$ cat src/rtl/codificador_nivel_reservatorio.sv
// Reservoir level encoder: synchronises and debounces 7 level probes, checks the
// thermometer pattern and encodes it into a 3-bit level for the row driver.
// Optional feature: define NIVEL_RAMPA_EN to slew nivel by at most one step per
// encoder evaluation instead of loading the target level directly.
module codificador_nivel_reservatorio #(
    parameter int DIV               = 50000,
    parameter int DEBOUNCE_AMOSTRAS = 4
) (
    input  logic       clk,
    input  logic       rst_n,
    input  logic [6:0] sensores,
    output logic [2:0] nivel,
    output logic       nivel_valido,
    output logic       erro_sensor,
    output logic       mudou
);

    localparam int            DW      = (DIV > 1) ? $clog2(DIV) : 1;
    localparam logic [DW-1:0] DIV_MAX = DW'(DIV - 1);
    localparam logic [3:0]    CNT_MAX = 4'(DEBOUNCE_AMOSTRAS - 1);

    logic [6:0]      meta;
    logic [6:0]      sinc;
    logic [6:0]      deb;
    logic [6:0]      deb_prox;
    logic [6:0][3:0] cnt;
    logic [6:0][3:0] cnt_prox;
    logic [DW-1:0]   div_cnt;
    logic            tick;
    logic            tick_q;
    logic            padrao_ok;
    logic [2:0]      alvo;
    logic [2:0]      nivel_prox;

    assign tick = (div_cnt == DIV_MAX);

    // Two-flop synchroniser for the asynchronous probe inputs.
    always_ff @(posedge clk or negedge rst_n) begin
        if (!rst_n) begin
            meta <= '0;
            sinc <= '0;
        end else begin
            meta <= sensores;
            sinc <= meta;
        end
    end

    // Free-running sample divider; tick_q marks the encoder evaluation cycle.
    always_ff @(posedge clk or negedge rst_n) begin
        if (!rst_n) begin
            div_cnt <= '0;
            tick_q  <= 1'b0;
        end else begin
            if (tick) begin
                div_cnt <= '0;
            end else begin
                div_cnt <= div_cnt + DW'(1);
            end
            tick_q <= tick;
        end
    end

    // Per-bit debounce: accept a new value after enough consecutive differing ticks.
    always_comb begin
        deb_prox = deb;
        cnt_prox = cnt;
        for (int i = 0; i < 7; i++) begin
            if (sinc[i] == deb[i]) begin
                cnt_prox[i] = '0;
            end else if (cnt[i] == CNT_MAX) begin
                deb_prox[i] = sinc[i];
                cnt_prox[i] = '0;
            end else begin
                cnt_prox[i] = cnt[i] + 4'd1;
            end
        end
    end

    // Debounced vector and counters advance only on a sample tick.
    always_ff @(posedge clk or negedge rst_n) begin
        if (!rst_n) begin
            deb <= '0;
            cnt <= '0;
        end else if (tick) begin
            deb <= deb_prox;
            cnt <= cnt_prox;
        end
    end

    // Thermometer decode of the debounced vector into the target level.
    always_comb begin
        padrao_ok = 1'b1;
        alvo      = 3'd0;
        case (deb)
            7'b0000000: alvo = 3'd0;
            7'b0000001: alvo = 3'd1;
            7'b0000011: alvo = 3'd2;
            7'b0000111: alvo = 3'd3;
            7'b0001111: alvo = 3'd4;
            7'b0011111: alvo = 3'd5;
            7'b0111111: alvo = 3'd6;
            7'b1111111: alvo = 3'd7;
            default:    padrao_ok = 1'b0;
        endcase
    end

    // Next level: either a direct load or a one-step slew toward the target.
    always_comb begin
`ifdef NIVEL_RAMPA_EN
        if (alvo > nivel) begin
            nivel_prox = nivel + 3'd1;
        end else if (alvo < nivel) begin
            nivel_prox = nivel - 3'd1;
        end else begin
            nivel_prox = nivel;
        end
`else
        nivel_prox = alvo;
`endif
    end

    // Registered encoder outputs; a bad pattern holds the last good level.
    always_ff @(posedge clk or negedge rst_n) begin
        if (!rst_n) begin
            nivel        <= 3'd0;
            nivel_valido <= 1'b0;
            erro_sensor  <= 1'b0;
            mudou        <= 1'b0;
        end else begin
            mudou <= 1'b0;
            if (tick_q) begin
                if (padrao_ok) begin
                    erro_sensor  <= 1'b0;
                    nivel_valido <= 1'b1;
                    nivel        <= nivel_prox;
                    mudou        <= (nivel_prox != nivel);
                end else begin
                    erro_sensor  <= 1'b1;
                    nivel_valido <= 1'b0;
                end
            end
        end
    end

endmodule

$ cat config.mk
export PLATFORM = sky130hd
export DESIGN_NAME = codificador_nivel_reservatorio
export DESIGN_NICKNAME = d
export VERILOG_FILES = /design/src/rtl/codificador_nivel_reservatorio.sv
export SDC_FILE = /design/constraint.sdc
export NUM_CORES = 1
export LEC_CHECK = 0
export ABC_CLOCK_PERIOD_IN_PS = 1600
export BUFFER_PORTS_ARGS = -buffer_cell sky130_fd_sc_hd__buf_4
export CORE_MARGIN = 2
export CORE_UTILIZATION = 30
export DETAILED_ROUTE_END_ITERATION = 10
export GPL_ROUTABILITY_DRIVEN = 0
export PLACE_DENSITY = 0.47
export SYNTH_ARGS = -nofsm -noshare
export SYNTH_HDL_FRONTEND = slang
export SYNTH_SLANG_ARGS = --single-unit
export TNS_END_PERCENT = 30
$ cat constraint.sdc
create_clock -name clk -period 1.6 [get_ports clk]
set_clock_uncertainty 0.05 [all_clocks]
set_input_delay 0.4 -clock clk [delete_from_list [all_inputs] [get_ports clk]]
set_output_delay 0.4 -clock clk [all_outputs]
set_load 0.01 [all_outputs]
# Yosys cells after proc, flatten, opt, wreduce, memory -nomap -nowiden
# Index checks and enable logic that the tools add are counted.
# classes
n_addsub,8
eq_ne,23
muxes,21
n_bitwise,7
n_reduce_logical,10
# ops
operator,n
2-to-1 mux 4 bit,14
adder 4 x 1 -> 4 bit (second input constant),7
== test 4 x 2 -> 1 bit (second input constant),7
case mux 3 bit (7 select lines),1
AND reduction 3 bit,7
adder 16 x 1 -> 16 bit (second input constant),1
== test 16 bit (second input constant),1
2-to-1 mux 16 bit,1
OR reduction 8 bit,1
== test 1 bit,7
== test 7 x 1 -> 1 bit (second input constant),1
== test 7 x 2 -> 1 bit (second input constant),1
== test 7 x 3 -> 1 bit (second input constant),1
== test 7 x 4 -> 1 bit (second input constant),1
== test 7 x 5 -> 1 bit (second input constant),1
== test 7 x 6 -> 1 bit (second input constant),1
== test 7 bit (second input constant),1
zero test 7 bit,1
NOT 1 bit,7
2-to-1 mux 1 bit,5
!= test 3 bit,1
AND reduction 2 bit,1
# word_totals
regBits,72
input_bits,9
output_inout_bits,6
wordCells,91

# Logic depth before layout (Yosys ltp)
# Gate-level depths: netlist (run 1).
# depth
word_depth,5
depth_mapped,8
depth_no_buf,6

# Worst setup path after synthesis (run 1)
# No wires, ideal clock.
# synth_timing
path_type,register to register
start,register deb[4]
end,register nivel[2]
setup_time_ns,0.122
arrival_ns,1.482
path_slack_ns,-0.053
stages_incl_launch_ff,5
path_buffers,0
period_less_slack_ns,1.653
cell_sequence,dfrtp_1 or4_4 o22ai_4 o31ai_4 a32o_1
# synth_between
elab_chain_cells,4
word_cells_on_any_way,12
# synth_rtl
element,line,text
start: declaration,24,logic [6:0] deb;
start signal: assignment,85,deb <= deb_prox;
"== test 7 bit, or another cell as far along",94,case (deb)
OR reduction 8 bit (no line),--,
2-to-1 mux 1 bit,94,
AND reduction 2 bit (no line),--,
end signal: assignment,135,nivel <= nivel_prox;
end: declaration,12,"output logic [2:0] nivel,"
# Several ways; a longest one is shown, not always the timed one.
# A chain may end at the register's enable or synchronous reset.

# Final worst setup path (run 1)
# layout_timing
start,register div_cnt[0]
end,register deb[1]
# layout_between
elab_chain_cells,2
# layout_rtl
element,line,text
start: declaration,28,logic [DW-1:0] div_cnt;
start signal: assignment,57,div_cnt <= div_cnt + DW'(1);
== test 16 bit,35,assign tick = (div_cnt == DIV_MAX);
AND reduction 3 bit (no line),--,
# Every way passes these cells.

==> reports/metrics.cfg, run 1 <==
[outcome]
status = complete, but fails checks
failed_checks = setup timing

[route]
dr.pass1.iters = 4
drtIter0Drc = 107
wl_um = 6270
ant_nets = 0
drc = 0
via_per_inst = 4.63
wl_per_cell_um = 12.7
vias = 2285

[logic_synthesis]
synth.top_cell.area_share_pct = 55.6
seq_area_frac_synth_pct = 55.6
yosys.area.top_type = dfrtp_1
netlist_area_um2 = 3240
async_flop_share_pct = 100
ys_types = 37
synth-main-ff-cell = dfrtp_1
synth_edf_count = 0
syn_inst = 299
synth_nets = 316
synthTopCellsByCount = 72 x dfrtp_1, 47 x nand2_1, 18 x nand3_1, 17 x o21ai_0, 16 x o31ai_1
synthTopCellsByArea = dfrtp_1 56%, nand2_1 5.4%, xor2_1 4.1%
ys_warn_count = 0
synth-seq-cells = 72
synthMostInstantiatedCell = dfrtp_1
postSynthAreaPerCell_um2 = 10.8

[power]
ir_drop_mv = 0.540
power.leakage_nw = 1.93
p_per_area_nw_per_um2 = 870

[layout]
nets = 370
fin_cells = 494
diodes = 0
drive_above_1_share_pct = 24.6
area_growth_pct = 27.5
final_cell_area_um2 = 4130

[clock_tree]
h-tree-depth = 3
path_clk_slew_ns = 0.07
cts_root_buf = clkbuf_8
cts_tree = done
clock_latency_ns = 0.35
cts_buffer_depth = 2
numCtsBuffers = 9
numClockSinks = 72

[placed_design]
placedCellCount = 473
io_buffers = 14
place_area_um2 = 3750
hpwl_um = 4170
dp_slack_ns = -0.0730

[worst_setup_path]
crit_path_end_kind = flop
worst-endpoint-arrival_ns = 1.85
critPathSlowestCell = dfrtp_1
critical_path_class = reg -> reg
slowest_delay_ns = 0.35
start_kind = flop
path_cells = ha_2 > and3_4 > nand4_1 > inv_2 > buf_12 > nand2_1 > mux2_4
worstPathRequired_ns = 1.78
cp_max_fo = 12

[floorplanning]
die_h_um = 108
initial_core_util_pct = 31.1
io_pins = 15
dieArea_um2 = 11600
die_w_um = 108
num_rows = 37
core_area_um2 = 10400

[sta]
period_share_pct = 104
fmax_ghz = 0.601
tightest_slew_ns = 0.371
slew_headroom_pct = 75.2
final_max_slew_viol_count = 0
finalSetupViolations = 17
rsz0062_at_grt = yes
finalCriticalPeriod_ns = 1.66
hold_violations = 0
setup_ws_ns = -0.0643

[global_route]
grt_pass1_wl_um = 10500
grt_pass1_vias = 2201
grt_max_degree = 66
grt_usage_pct = 11.8
antenna_found_initial = 0
gr-total-overflow = 0

[worst_hold_path]
hp-class = in -> reg

[job]
maxCapViolCount = 0

[metrics by stage]
step | TNS [ns] | utilization [%] | hold slack, ns | power [mW]
floorplan | -0.0376 | - | 0.0544 | 1.90
global placement | -0.480 | 36.0 | 0.178 | 1.96
detailed placement | -0.481 | 36.0 | 0.184 | 1.96
CTS | -0.565 | 38.4 | 0.0730 | 3.68
global route | -3.43 | 39.7 | 0.0747 | 3.75
finish | -0.467 | 39.7 | 0.102 | 3.59
[path summary, 6_finish.rpt]
path	from	endpoint	slack, ns	cells after the start
min in group asynchronous	rst_n	meta[4]	0.36	2
max in group asynchronous	rst_n	div_cnt[3]	0.58	3
worst max-delay path	div_cnt[0]	deb[1]	-0.06	7
worst max register to register	div_cnt[0]	deb[1]	-0.06	7
worst min register to register	meta[5]	sinc[5]	0.30	0
worst min-delay path	sensores[2]	meta[2]	0.10	1
[final cells by class]
cell class	count	area (µm²)
tap	136	170
clock inverter	2	60.1
timing repair buffer	51	464
inverter	5	18.8
fill	1013	6290
sequential	72	1800
multi-input combinational	214	1440
clock buffer	14	173
[kinds of logic after synthesis]
| family | share of synthesized area (%) |
|---|---|
| DFF | 55.6 |
| and+or+nand+nor | 20.6 |
| xor gates and xnor gates | 6.49 |
| AOI/OAI and AO/OA | 9.81 |
| buffers and inverters | 1.97 |
| muxes | 2.43 |
| adders and majority gates | 3.09 |
[report_power, final]
group          switching (mW)  internal, mW
registers             0.00998          1.84
logic                  0.0505        0.0306
clock network           0.658          1.01
[critical path: cells and delay by family, from the launching register on]
kind	cells	cell delay [ns]
simple gates	3	0.38
fa+ha+maj	1	0.18
mux	1	0.31
buf+inv	2	0.26
flops	1	0.35
[what timing repair did]
item | in CTS | in global routing
setup endpoints to repair | 15 | 45
endpoints found under the hold margin | 7 | 0
cloned | 0 | 1
hold buffers | 1 | 0
setup buffers | 0 | 3
pin swaps | 0 | 5
resized for setup | 1 | 24
[metal layers]
layer | track usage (%) | vias to the layer above | part of all wire, %
li1 | - | 1151 | -
met1 | 15.0 | 1098 | 50
met2 | 18.1 | 26 | 45
met3 | 4.34 | 10 | 3.6
met4 | 5.22 | 0 | 2.0
met5 | 0 | - | 0
[state kept, by name, summed over array words and instances, names as in the netlist]
register      flops
mudou             1
deb               7
erro_sensor       1
meta              7
nivel             3
div_cnt          16
cnt              28
nivel_valido      1
sinc              7
tick_q            1
[cells in the final DEF, fill, tap and decap left out, types with 2 or more instances in the layout]
| cell | instances |
|---|---|
| o31ai_1 | 14 |
| and3_1 | 3 |
| clkbuf_8 | 12 |
| bufinv_16 | 2 |
| buf_12 | 4 |
| ha_1 | 7 |
| buf_4 | 42 |
| nand2_1 | 47 |
| buf_6 | 3 |
| xnor2_1 | 9 |
| nor2b_1 | 7 |
| clkbuf_1 | 2 |
| o21ai_1 | 10 |
| nor2_1 | 10 |
| nor3b_1 | 7 |
| and2_1 | 9 |
| dfrtp_1 | 71 |
| nor3_4 | 2 |
| mux2_4 | 4 |
| nand3_1 | 17 |
| nand4_1 | 4 |
| o31ai_2 | 2 |
| xor2_1 | 15 |
| mux2_1 | 2 |
| nor3_1 | 5 |
| o21ai_0 | 14 |
| nor2_2 | 3 |
| nand3b_1 | 7 |
| inv_1 | 4 |
Note: power is estimated with default switching activity, not from simulation.
==> inputs of run 2 (changes only) <==
Settings changed: MAX_ROUTING_LAYER set to met4.
==> run 2 against run 1 <==
The flow still finishes with violations (setup timing); critical path type unchanged; via count rose by 0.31%; fmax about the same; utilization unchanged; largest power group unchanged; combinational power about the same; sequential cell count unchanged; die area unchanged.
==> reports/metrics.cfg, run 2 (synthesis results as in run 1) <==
[floorplanning]
io_pins = 15  ; unchanged
die_w_um = 108  ; unchanged
core_area_um2 = 10400  ; unchanged
die_h_um = 108  ; unchanged
dieArea_um2 = 11600  ; unchanged
num_rows = 37  ; unchanged
initial_core_util_pct = 31.1  ; unchanged

[worst_setup_path]
worstPathRequired_ns = 1.78  ; about the same
start_kind = flop  ; unchanged
cp_max_fo = 12  ; unchanged
critical_path_class = reg -> reg  ; unchanged
critPathSlowestCell = dfrtp_1  ; unchanged
worst-endpoint-arrival_ns = 1.85  ; about the same
critical_path_depth = 7  ; unchanged
slowest_delay_ns = 0.35  ; about the same
crit_path_end_kind = flop  ; unchanged
r2r_cells = 7  ; unchanged
critPathTopFamily = simple AND/OR/NAND/NOR gates  ; unchanged
critPathBufInv = 2  ; unchanged
path_cells = ha_2 > and3_4 > nand4_1 > inv_2 > buf_12 > nand2_1 > mux2_4  ; unchanged

[layout]
drive_above_1_share_pct = 24.6  ; unchanged
fin_cells = 494  ; unchanged
nets = 370  ; unchanged
area_growth_pct = 27.5  ; unchanged
largest-register = cnt  ; unchanged
largest_reg_flops = 28  ; unchanged
largestRegisters = cnt x28, div_cnt x16  ; unchanged
diodes = 0  ; unchanged
final_common_cell = dfrtp_1  ; unchanged
layout_common_cells = 71 x dfrtp_1, 47 x nand2_1, 42 x buf_4  ; unchanged

[power]
pwr-share-clk_pct = 46.4  ; about the same
seqPwrFrac_pct = 51.4  ; about the same
p_per_area_nw_per_um2 = 870  ; about the same
ir_drop_mv = 0.540  ; about the same
pwr-share-comb_pct = 2.3  ; about the same
power_mw = 3.60  ; was 3.59 mW
internal_power_mw = 2.88  ; about the same
power.leakage_nw = 1.93  ; unchanged
switchingPower_uw = 720  ; was 718 µW
p_sw_share_pct = 20.0  ; about the same

[job]
maxCapViolCount = 0  ; unchanged

[global_route]
grt_usage_pct = 12.2  ; was 11.8%
grt_pass1_wl_um = 10500  ; about the same
grt_max_degree = 66  ; unchanged
gr-total-overflow = 0  ; unchanged
antenna_found_initial = 0  ; unchanged
grt_pass1_vias = 2201  ; unchanged

[route]
wl_um = 6290  ; was 6270 µm
wl_per_cell_um = 12.7  ; about the same
ant_nets = 0  ; unchanged
dr.pass1.iters = 4  ; unchanged
drtIter0Drc = 95  ; was 107
via_per_inst = 4.64  ; was 4.63
drc = 0  ; unchanged
vias = 2292  ; was 2285

[clock_tree]
clock_latency_ns = 0.35  ; about the same
cts_tree = done  ; unchanged
cts_root_buf = clkbuf_8  ; unchanged
cts_buffer_depth = 2  ; unchanged
numCtsBuffers = 9  ; unchanged
path_clk_slew_ns = 0.07  ; about the same
numClockSinks = 72  ; unchanged
h-tree-depth = 3  ; unchanged

[placed_design]
io_buffers = 14  ; unchanged
hpwl_um = 4170  ; unchanged
placedCellCount = 473  ; unchanged

[sta]
setup_ws_ns = -0.0649  ; was -0.0643 ns
hold_violations = 0  ; unchanged
finalSetupViolations = 17  ; unchanged
fmax_ghz = 0.601  ; about the same
slew_headroom_pct = 75.2  ; unchanged
rsz0062_at_grt = yes  ; unchanged
finalCriticalPeriod_ns = 1.66  ; about the same
final_max_slew_viol_count = 0  ; unchanged
tightest_slew_ns = 0.371  ; about the same
period_share_pct = 104  ; about the same

[worst_hold_path]
hp-class = in -> reg  ; unchanged
whs_path_depth = 1  ; unchanged

[outcome]
status = complete, but fails checks  ; unchanged
failed_checks = setup timing  ; unchanged

-- run 2: cell counts in the layout (fill, tap and decap cells not counted) --
Identical to the previous run, type by type.
-- run 2: worst reg2reg max path, stage by stage (launching register included) --
cell and delay [ns]:
dfrtp_1 0.35, ha_2 0.18, and3_4 0.20, nand4_1 0.12
inv_2 0.14, buf_12 0.13, nand2_1 0.07, mux2_4 0.31
-- run 2: layout make-up --
cell class                      count  area, µm²
Clock buffer                       14        173
Clock inverter                      2       60.1
Fill cell                        1013       6290
Inverter                            5       18.8
Multi-Input combinational cell    214       1440
Sequential cell                    72       1800
Tap cell                          136        170
Timing Repair Buffer               51        464
-- run 2: path summary, 6_finish.rpt --
| path | start | to | slack (ns) |
|---|---|---|---|
| hold / removal | sensores[2] | meta[2] | 0.10 |
| max in group asynchronous | rst_n | div_cnt[3] | 0.58 |
| setup reg to reg | div_cnt[0] | deb[1] | -0.06 |
| min in group asynchronous | rst_n | meta[4] | 0.36 |
| hold reg to reg | meta[5] | sinc[5] | 0.30 |
| setup / recovery | div_cnt[0] | deb[1] | -0.06 |
-- run 2: power groups by stage --
| stage | Sequential [mW] | Clock (mW) | Combinational [mW] |
|---|---|---|---|
| after floorplan | 1.88 | 0 | 0.0197 |
| after global placement | 1.88 | 0 | 0.0829 |
| after detailed placement | 1.88 | 0 | 0.0832 |
| after CTS | 1.85 | 1.75 | 0.0856 |
| after global routing | 1.85 | 1.81 | 0.0951 |
| final | 1.85 | 1.67 | 0.0813 |
-- run 2: routing by layer --
layer | GRT usage [%] | part of all wire, %
met5 | - | 0
met4 | 5.22 | 2.0
met3 | 4.34 | 4.1
met2 | 18.1 | 45
met1 | 15.0 | 49
-- run 2: stage by stage --
stage | TNS, ns | cell area [µm²] | setup WS (ns) | hold WS (ns) | utilization, %
after floorplan | -0.0376 | 3250 | -0.0376 | 0.0544 | -
after global placement | -0.480 | 3750 | -0.0693 | 0.178 | 36.0
after detailed placement | -0.481 | 3750 | -0.0730 | 0.184 | 36.0
after CTS | -0.565 | 4000 | -0.0797 | 0.0730 | 38.4
after global routing | -3.43 | 4130 | -0.157 | 0.0749 | 39.7
final | -0.472 | 4130 | -0.0649 | 0.100 | 39.7
-- run 2: repair_timing --
action	4_1_cts	5_1_grt
endpoints found under the setup margin	15	46
hold buffers	1	0
resized for setup	1	24
endpoints found under the hold margin	7	0
gates cloned	0	1
buffers inserted	0	3
pin swaps	0	5
